--- config.mk ---
export PLATFORM = sky130hd
export DESIGN_NAME = serial_to_parallel_rx
export DESIGN_NICKNAME = d
export VERILOG_FILES = /design/src/rtl/serial_to_parallel_rx.sv
export SDC_FILE = /design/constraint.sdc
export NUM_CORES = 1
export LEC_CHECK = 0
export ABC_AREA = 1
export BUFFER_PORTS_ARGS = -buffer_cell sky130_fd_sc_hd__buf_2
export CAP_MARGIN = 0
export CORE_ASPECT_RATIO = 1.1
export CORE_MARGIN = 3
export CORE_UTILIZATION = 40
export DETAILED_ROUTE_END_ITERATION = 6
export GPL_TIMING_DRIVEN = 0
export HOLD_SLACK_MARGIN = 0.1
export PLACE_DENSITY = 0.64
export SYNTH_ARGS = -nofsm -noshare
export SYNTH_HDL_FRONTEND = slang
export SYNTH_SLANG_ARGS = --single-unit
--- constraint.sdc ---
create_clock -name clk_32f -period 2 [get_ports clk_32f]
set_input_delay 0 -clock clk_32f [delete_from_list [all_inputs] [get_ports clk_32f]]
set_output_delay 0 -clock clk_32f [all_outputs]
set_load 0.005 [all_outputs]
--- src/rtl/serial_to_parallel_rx.sv ---
// serial_to_parallel_rx: aligns a 1-bit line stream on the comma character,
// then presents aligned bytes with a payload-valid flag and a boundary strobe.
// Optional feature macro: SP_SYNC_LOSS_EN (drop back to HUNT after LOSS_BYTES
// consecutive aligned bytes that are neither comma nor idle).
//
// state  | meaning
// HUNT   | scanning every bit position for a comma
// ALIGN  | comma seen, counting further aligned commas
// ACTIVE | link up, emitting one byte per 8-bit boundary
module serial_to_parallel_rx #(
  parameter logic [7:0]  BC_BYTE    = 8'hBC,
  parameter logic [7:0]  IDLE_BYTE  = 8'h7C,
  parameter int unsigned BC_COUNT   = 4,
  parameter int unsigned LOSS_BYTES = 16
) (
  input  logic       clk_32f,
  input  logic       reset,
  input  logic       data_in,
  output logic [7:0] data_out,
  output logic       valid_out,
  output logic       byte_strobe,
  output logic       active_out
);

  typedef enum logic [1:0] {HUNT, ALIGN, ACTIVE} state_t;

  localparam logic [3:0] BC_COUNT_L = BC_COUNT[3:0];

  state_t     state_q, state_d;
  logic [7:0] sr_q, sr_d;
  logic [2:0] bit_cnt_q, bit_cnt_d;
  logic [3:0] bc_cnt_q, bc_cnt_d;
  logic [7:0] data_q, data_d;
  logic       valid_q, valid_d;
  logic       strobe_q, strobe_d;
  logic       active_q, active_d;
  logic [7:0] nxt;
  logic [3:0] bc_inc;
  logic       boundary;
  logic       is_ctrl;

`ifdef SP_SYNC_LOSS_EN
  localparam logic [7:0] LOSS_L = LOSS_BYTES[7:0];
  logic [7:0] run_q, run_d;
  logic [7:0] run_inc;
`else
  logic [7:0] unused_loss;
  assign unused_loss = LOSS_BYTES[7:0];
`endif

  // Next-state logic: shift, alignment tracking and byte presentation
  always_comb begin
    nxt       = {sr_q[6:0], data_in};
    sr_d      = nxt;
    state_d   = state_q;
    bit_cnt_d = bit_cnt_q;
    bc_cnt_d  = bc_cnt_q;
    data_d    = data_q;
    valid_d   = valid_q;
    strobe_d  = 1'b0;
    bc_inc    = bc_cnt_q + 4'd1;
    boundary  = (bit_cnt_q == 3'd7);
    is_ctrl   = (nxt == BC_BYTE) || (nxt == IDLE_BYTE);
`ifdef SP_SYNC_LOSS_EN
    run_d     = run_q;
    run_inc   = run_q + 8'd1;
`endif
    case (state_q)
      HUNT: begin
        valid_d = 1'b0;
        if (nxt == BC_BYTE) begin
          bit_cnt_d = 3'd0;
          bc_cnt_d  = 4'd1;
          state_d   = (BC_COUNT_L == 4'd1) ? ACTIVE : ALIGN;
        end
      end
      ALIGN: begin
        valid_d   = 1'b0;
        bit_cnt_d = bit_cnt_q + 3'd1;
        if (boundary) begin
          if (nxt == BC_BYTE) begin
            bc_cnt_d = bc_inc;
            if (bc_inc == BC_COUNT_L) state_d = ACTIVE;
          end else begin
            bc_cnt_d = 4'd0;
            state_d  = HUNT;
          end
        end
      end
      ACTIVE: begin
        bit_cnt_d = bit_cnt_q + 3'd1;
        if (boundary) begin
          data_d   = nxt;
          strobe_d = 1'b1;
          valid_d  = !is_ctrl;
`ifdef SP_SYNC_LOSS_EN
          // The byte that trips the loss count is still delivered as payload.
          if (is_ctrl) begin
            run_d = 8'd0;
          end else if (run_inc == LOSS_L) begin
            run_d    = 8'd0;
            bc_cnt_d = 4'd0;
            state_d  = HUNT;
          end else begin
            run_d = run_inc;
          end
`endif
        end
      end
      default: state_d = HUNT;
    endcase
    active_d = (state_d == ACTIVE);
  end

  // State and output registers, cleared asynchronously while reset is low
  always_ff @(posedge clk_32f or negedge reset) begin
    if (!reset) begin
      state_q   <= HUNT;
      sr_q      <= 8'h00;
      bit_cnt_q <= 3'd0;
      bc_cnt_q  <= 4'd0;
      data_q    <= 8'h00;
      valid_q   <= 1'b0;
      strobe_q  <= 1'b0;
      active_q  <= 1'b0;
`ifdef SP_SYNC_LOSS_EN
      run_q     <= 8'd0;
`endif
    end else begin
      state_q   <= state_d;
      sr_q      <= sr_d;
      bit_cnt_q <= bit_cnt_d;
      bc_cnt_q  <= bc_cnt_d;
      data_q    <= data_d;
      valid_q   <= valid_d;
      strobe_q  <= strobe_d;
      active_q  <= active_d;
`ifdef SP_SYNC_LOSS_EN
      run_q     <= run_d;
`endif
    end
  end

  assign data_out    = data_q;
  assign valid_out   = valid_q;
  assign byte_strobe = strobe_q;
  assign active_out  = active_q;

endmodule

## Yosys cells after proc, flatten, opt, wreduce, memory -nomap -nowiden

Cells that the tools add are included.

| cells by class | value |
|---|---|
| muxes and demuxes | 15 |
| add/subtract/negate cells | 2 |
| equality and inequality tests | 10 |
| reductions and logical operators | 12 |

Operators by type and width:

| cell | number |
|---|---|
| 4-bit 2-to-1 mux | 3 |
| 8-bit by 7-bit == test with 1-bit output (second input constant) | 1 |
| 8-bit == test (second input constant) | 1 |
| 2-bit 2-to-1 mux | 4 |
| 4-bit one-hot mux with 2 select lines | 1 |
| 2-bit != test (second input constant) | 3 |
| 2-bit one-hot mux with 3 select lines | 1 |
| 3-bit one-hot mux with 2 select lines | 1 |
| 2-bit AND reduction | 3 |
| 2-bit nonzero test | 3 |
| 4-bit by 1-bit adder with 4-bit output (second input constant) | 1 |
| 2-bit == test (second input constant) | 2 |
| 4-bit by 3-bit == test with 1-bit output (second input constant) | 1 |
| 2-bit OR reduction | 2 |
| 3-bit by 1-bit adder with 3-bit output (second input constant) | 1 |
| 3-bit == test (second input constant) | 1 |
| 1-bit 2-to-1 mux | 3 |
| 3-bit 2-to-1 mux | 1 |
| 3-bit AND reduction | 1 |
| 2-bit by 1-bit == test with 1-bit output (second input constant) | 1 |
| 2-bit logical NOT | 1 |
| 1-bit one-hot mux with 2 select lines | 1 |
| 1-bit logical NOT | 1 |
| 1-bit logical OR | 1 |

| storage, ports and cells | value |
|---|---|
| register bits after elaboration | 27 |
| logic and storage cells | 47 |

## Depth between registers and ports, before layout

| logic depth | value |
|---|---|
| word-level depth | 7 |
| gate-level depth with buffers | 11 |
| mapped depth without buffers | 11 |

## Worst setup path before layout

No wires, ideal clock.

| timing path | value |
|---|---|
| path kind | register to register |
| start | reg bit_cnt_q[0] |
| end | reg active_q (netlist: active_out) |
| period minus slack after synthesis | 1450 ps |
| path slack | 550 ps |
| stages on the path, launching flop included | 8 |
| data required time | 1881 ps |
| setup time | 119 ps |
| arrival | 1331 ps |
| path through | dfrtp_1 ha_1 ha_1 or2_1 nand2_1 nand2_1 a21oi_2 nor2_1 |

| on the way | value |
|---|---|
| cells in the longest elaborated chain, start to end | 4 |

RTL lines:

| element | line | RTL |
|---|---|---|
| from (decl) | 31 | `logic [2:0] bit_cnt_q, bit_cnt_d;` |
| from (signal assigned) | 132 | `bit_cnt_q <= bit_cnt_d;` |
| 3-bit == test | 62 | `boundary = (bit_cnt_q == 3'd7);` |
| 2-bit 2-to-1 mux | 80 | `if (boundary) begin` |
| 2-bit one-hot mux with 3 select lines | 68 | `case (state_q)` |
| via state_d[0] | 29 | `state_t state_q, state_d;` |
| 2-bit == test | 112 | `active_d = (state_d == ACTIVE);` |
| via active_d | 36 | `logic active_q, active_d;` |
| to (signal assigned) | 137 | `active_q <= active_d;` |
| to (decl) | 36 |  |

The timed path passes the listed nets, and every way through them passes these cells.
A chain may end at the register's enable or synchronous reset.

## Worst setup path in the final report

Ends and elaborated chain as after synthesis.

==> impl_metrics.env <==
export IMPL_grt_pass1_wl_um=3790
export IMPL_grt_max_degree=28
export IMPL_async_reset_ff_frac=1.00
export IMPL_crit_type="reg2reg"
export IMPL_ys_top_cells_by_area="dfrtp_1 54%, nand2_1 15%, ha_1 9.0%"
export IMPL_drv_cap=0
export IMPL_syn_avg_cell_area_um2=8.97
export IMPL_slew_headroom=0.620
export IMPL_arrival_ns=1.82
export IMPL_vias_per_cell=4.53
export IMPL_worst_path_max_delay_cell="dfrtp_1"
export IMPL_cp_depth=7
export IMPL_p_leak_nw=0.765
export IMPL_grt_antenna_before_repair=0
export IMPL_cts_max_level=1
export IMPL_synth_cell_types=19
export IMPL_hold_violations=0
export IMPL_routabilityCongestion=0.826
export IMPL_synth_commonest_cells="50 x nand2_1, 27 x dfrtp_1, 16 x inv_1, 9 x ha_1"
export IMPL_drive_gt1_frac=0.152
export IMPL_rsz0062_at_grt="no"
export IMPL_comb_power_share=0.113
export IMPL_portBuffers=13
export IMPL_grt_overflow=0
export IMPL_cts_resized=0
export IMPL_tns_ns=0
export IMPL_syn_nets=151
export IMPL_cp_start_kind="register"
export IMPL_fp_row_count=20
export IMPL_startpoint="bit_cnt_q[0]"
export IMPL_p_switching_mw=0.249
export IMPL_p_int_mw=0.684
export IMPL_drt_wirelength_per_cell_um=10.6
export IMPL_antenna_cells=0
export IMPL_drc=0
export IMPL_fin_skew_ns=0.00386
export IMPL_cts_root_buffer_cell="clkbuf_4"
export IMPL_syn_area_mm2=0.00125
export IMPL_die_area_mm2=0.00383
export IMPL_p_per_area_mw_per_mm2=666
export IMPL_ant_nets=0
export IMPL_synth_seq_cells=27
export IMPL_max_freq_ghz=0.628
export IMPL_pin_count=14
export IMPL_setup_viol=0
export IMPL_cp_max_fo=3
export IMPL_worstSkewPairLatency_ns=0.32
export IMPL_synth_top_area_frac=0.542
export IMPL_grtUsageTotal=0.125
export IMPL_fillers=281
export IMPL_cts_tree="built"
export IMPL_synth_edff_count=0
export IMPL_yosysTopAreaCell="dfrtp_1"
export IMPL_yosys_warnings=0
export IMPL_min_path_type="in2async"
export IMPL_cts_clk_slew_worst_paths_ns=0.14
export IMPL_die_w_um=59.2
export IMPL_crit_path_end_kind="register"
export IMPL_start_util=0.433
export IMPL_tightest_slew_ns=0.570
export IMPL_period_share=0.796
export IMPL_r2r_slack_ns=0.41
export IMPL_drt_iter0_markers=22
export IMPL_clkPwrFrac=0.245
export IMPL_dp_hpwl_um=1510
export IMPL_r2r_start="bit_cnt_q[0]"
export IMPL_whs_ns=0.189
export IMPL_first_pass_iters=4
export IMPL_critPathTopFamily="simple AND/OR/NAND/NOR gates"
export IMPL_cts_sinks=27
export IMPL_status="finished clean"
export IMPL_ff2ff_path_depth=7
export IMPL_fin_nets=171
export IMPL_ys_seq_area_frac=0.542
export IMPL_core_mm2=0.00288
export IMPL_path_cells="ha_1, ha_1, or2_1, nand2_1, nand2_1, a21oi_2, nor2_1"
export IMPL_max_stage_delay_ns=0.42
export IMPL_clk_path_buf_depth=2
export IMPL_rr_endpoint="active_out"
export IMPL_ys_flop_type="dfrtp_1"
export IMPL_area_delta_synth_final_pct=12.3
export IMPL_yosysMostFrequentCell="nand2_1"
export IMPL_ir_drop_mv=0.589
export IMPL_fp_dieH_um=64.6
export IMPL_syn_inst=139
export IMPL_period_minus_slack_ns=1.59
export IMPL_final_util=0.487
export IMPL_vias=865
export IMPL_seq_power_share=0.641
export IMPL_first_global_vias=948
export IMPL_numCtsBuffers=3
export IMPL_path_buf_inv=0
export IMPL_drt_wl_total_um=2020
export IMPL_slew_viol_final=0
export IMPL_cp_required_ns=2.23
export IMPL_switching_share=0.266
==> stage by stage <==
step	cell area (µm²)	worst slack (ns)	cells	power, mW
6_report	1400	0.409	191	0.933
5_1_grt	1400	0.243	191	0.993
4_1_cts	1400	0.391	191	0.954
3_5_place_dp	1350	0.417	185	0.715
3_3_place_gp	1350	0.431	185	0.708
2_1_floorplan	1250	0.550	139	0.679
==> state kept, by name, summed over array words and instances, names as in the netlist <==
| signal | flops |
|---|---|
| data_out | 8 |
| sr_q | 7 |
| bc_cnt_q | 4 |
| valid_out | 1 |
| state_q | 2 |
| byte_strobe | 1 |
| bit_cnt_q | 3 |
| active_out | 1 |
==> power groups by stage <==
stage                     logic, mW  clock network (mW)  registers (mW)
after detailed placement      0.105                   0           0.610
after global routing          0.122               0.267           0.604
after floorplan              0.0772                   0           0.602
final                         0.106               0.229           0.598
after global placement       0.0999                   0           0.608
after CTS                     0.108               0.247           0.599
==> placed cells by master (no fill, tap or decap) <==
cell,Yosys,routed
nand2_2,2,2
a21oi_2,1,1
dfrtp_1,27,27
inv_1,16,16
clkbuf_4,0,3
dlygate4sd3_1,0,2
o21ai_0,7,7
buf_2,0,13
nor2_2,2,2
clkinv_2,0,1
nand4_1,1,1
ha_1,9,9
clkinv_1,1,1
nand2_4,1,1
nor3_1,1,1
nor2_1,6,6
nand3b_4,1,1
nand2_1,50,50
o21ai_1,4,4
clkbuf_1,1,1
a32oi_1,1,1
nand3_1,7,7
or2_1,1,1
==> worst register-to-register path: stages, from the launching register on <==
cell,delay [ns]
dfrtp_1,0.42
ha_1,0.20
ha_1,0.21
or2_1,0.28
nand2_1,0.11
nand2_1,0.07
a21oi_2,0.14
nor2_1,0.06
==> how the worst max path moves through the flow <==
| stage | endpoint | slack, ns |
|---|---|---|
| finish | active_out | 0.41 |
| global route | valid_out | 0.24 |
| CTS | valid_out | 0.39 |
| detailed placement | valid_out | 0.42 |
| global placement | valid_out | 0.43 |
| floorplan | active_out | 0.55 |
==> cell type report <==
| cell class | instances | area [µm²] | share of cell area |
|---|---|---|---|
| sequential | 27 | 676 | 0.482 |
| multi-input combinational | 94 | 504 | 0.360 |
| timing repair buffer | 15 | 85.1 | 0.0607 |
| inverter | 17 | 63.8 | 0.0455 |
| tap | 33 | 41.3 | 0.0295 |
| clock buffer | 3 | 22.5 | 0.0161 |
| clock inverter | 1 | 5.00 | 0.00357 |
| buffer | 1 | 3.75 | 0.00268 |
==> cell families (layout without fill, tap and decap cells) <==
family          Yosys count  count (layout)  synth area share
compound gates           13              13            0.0582
fa+ha+maj                 9               9            0.0903
buf+inv                  18              37            0.0542
flops                    27              27             0.542
simple gates             72              72             0.256
==> metal layers <==
metal | track usage | wire length [µm] | vias to the layer above
li1 | - | - | 474
met1 | 0.149 | 993 | 377
met2 | 0.212 | 939 | 11
met3 | 0.0438 | 76 | 3
met4 | 0.0255 | 10 | 0
met5 | 0 | 0 | -
==> repair_timing <==
action	4_1_cts	5_1_grt
buffers inserted	0	0
hold buffers	2	0
hold endpoints to repair	29	0
Power figures use the tool's default switching activity.
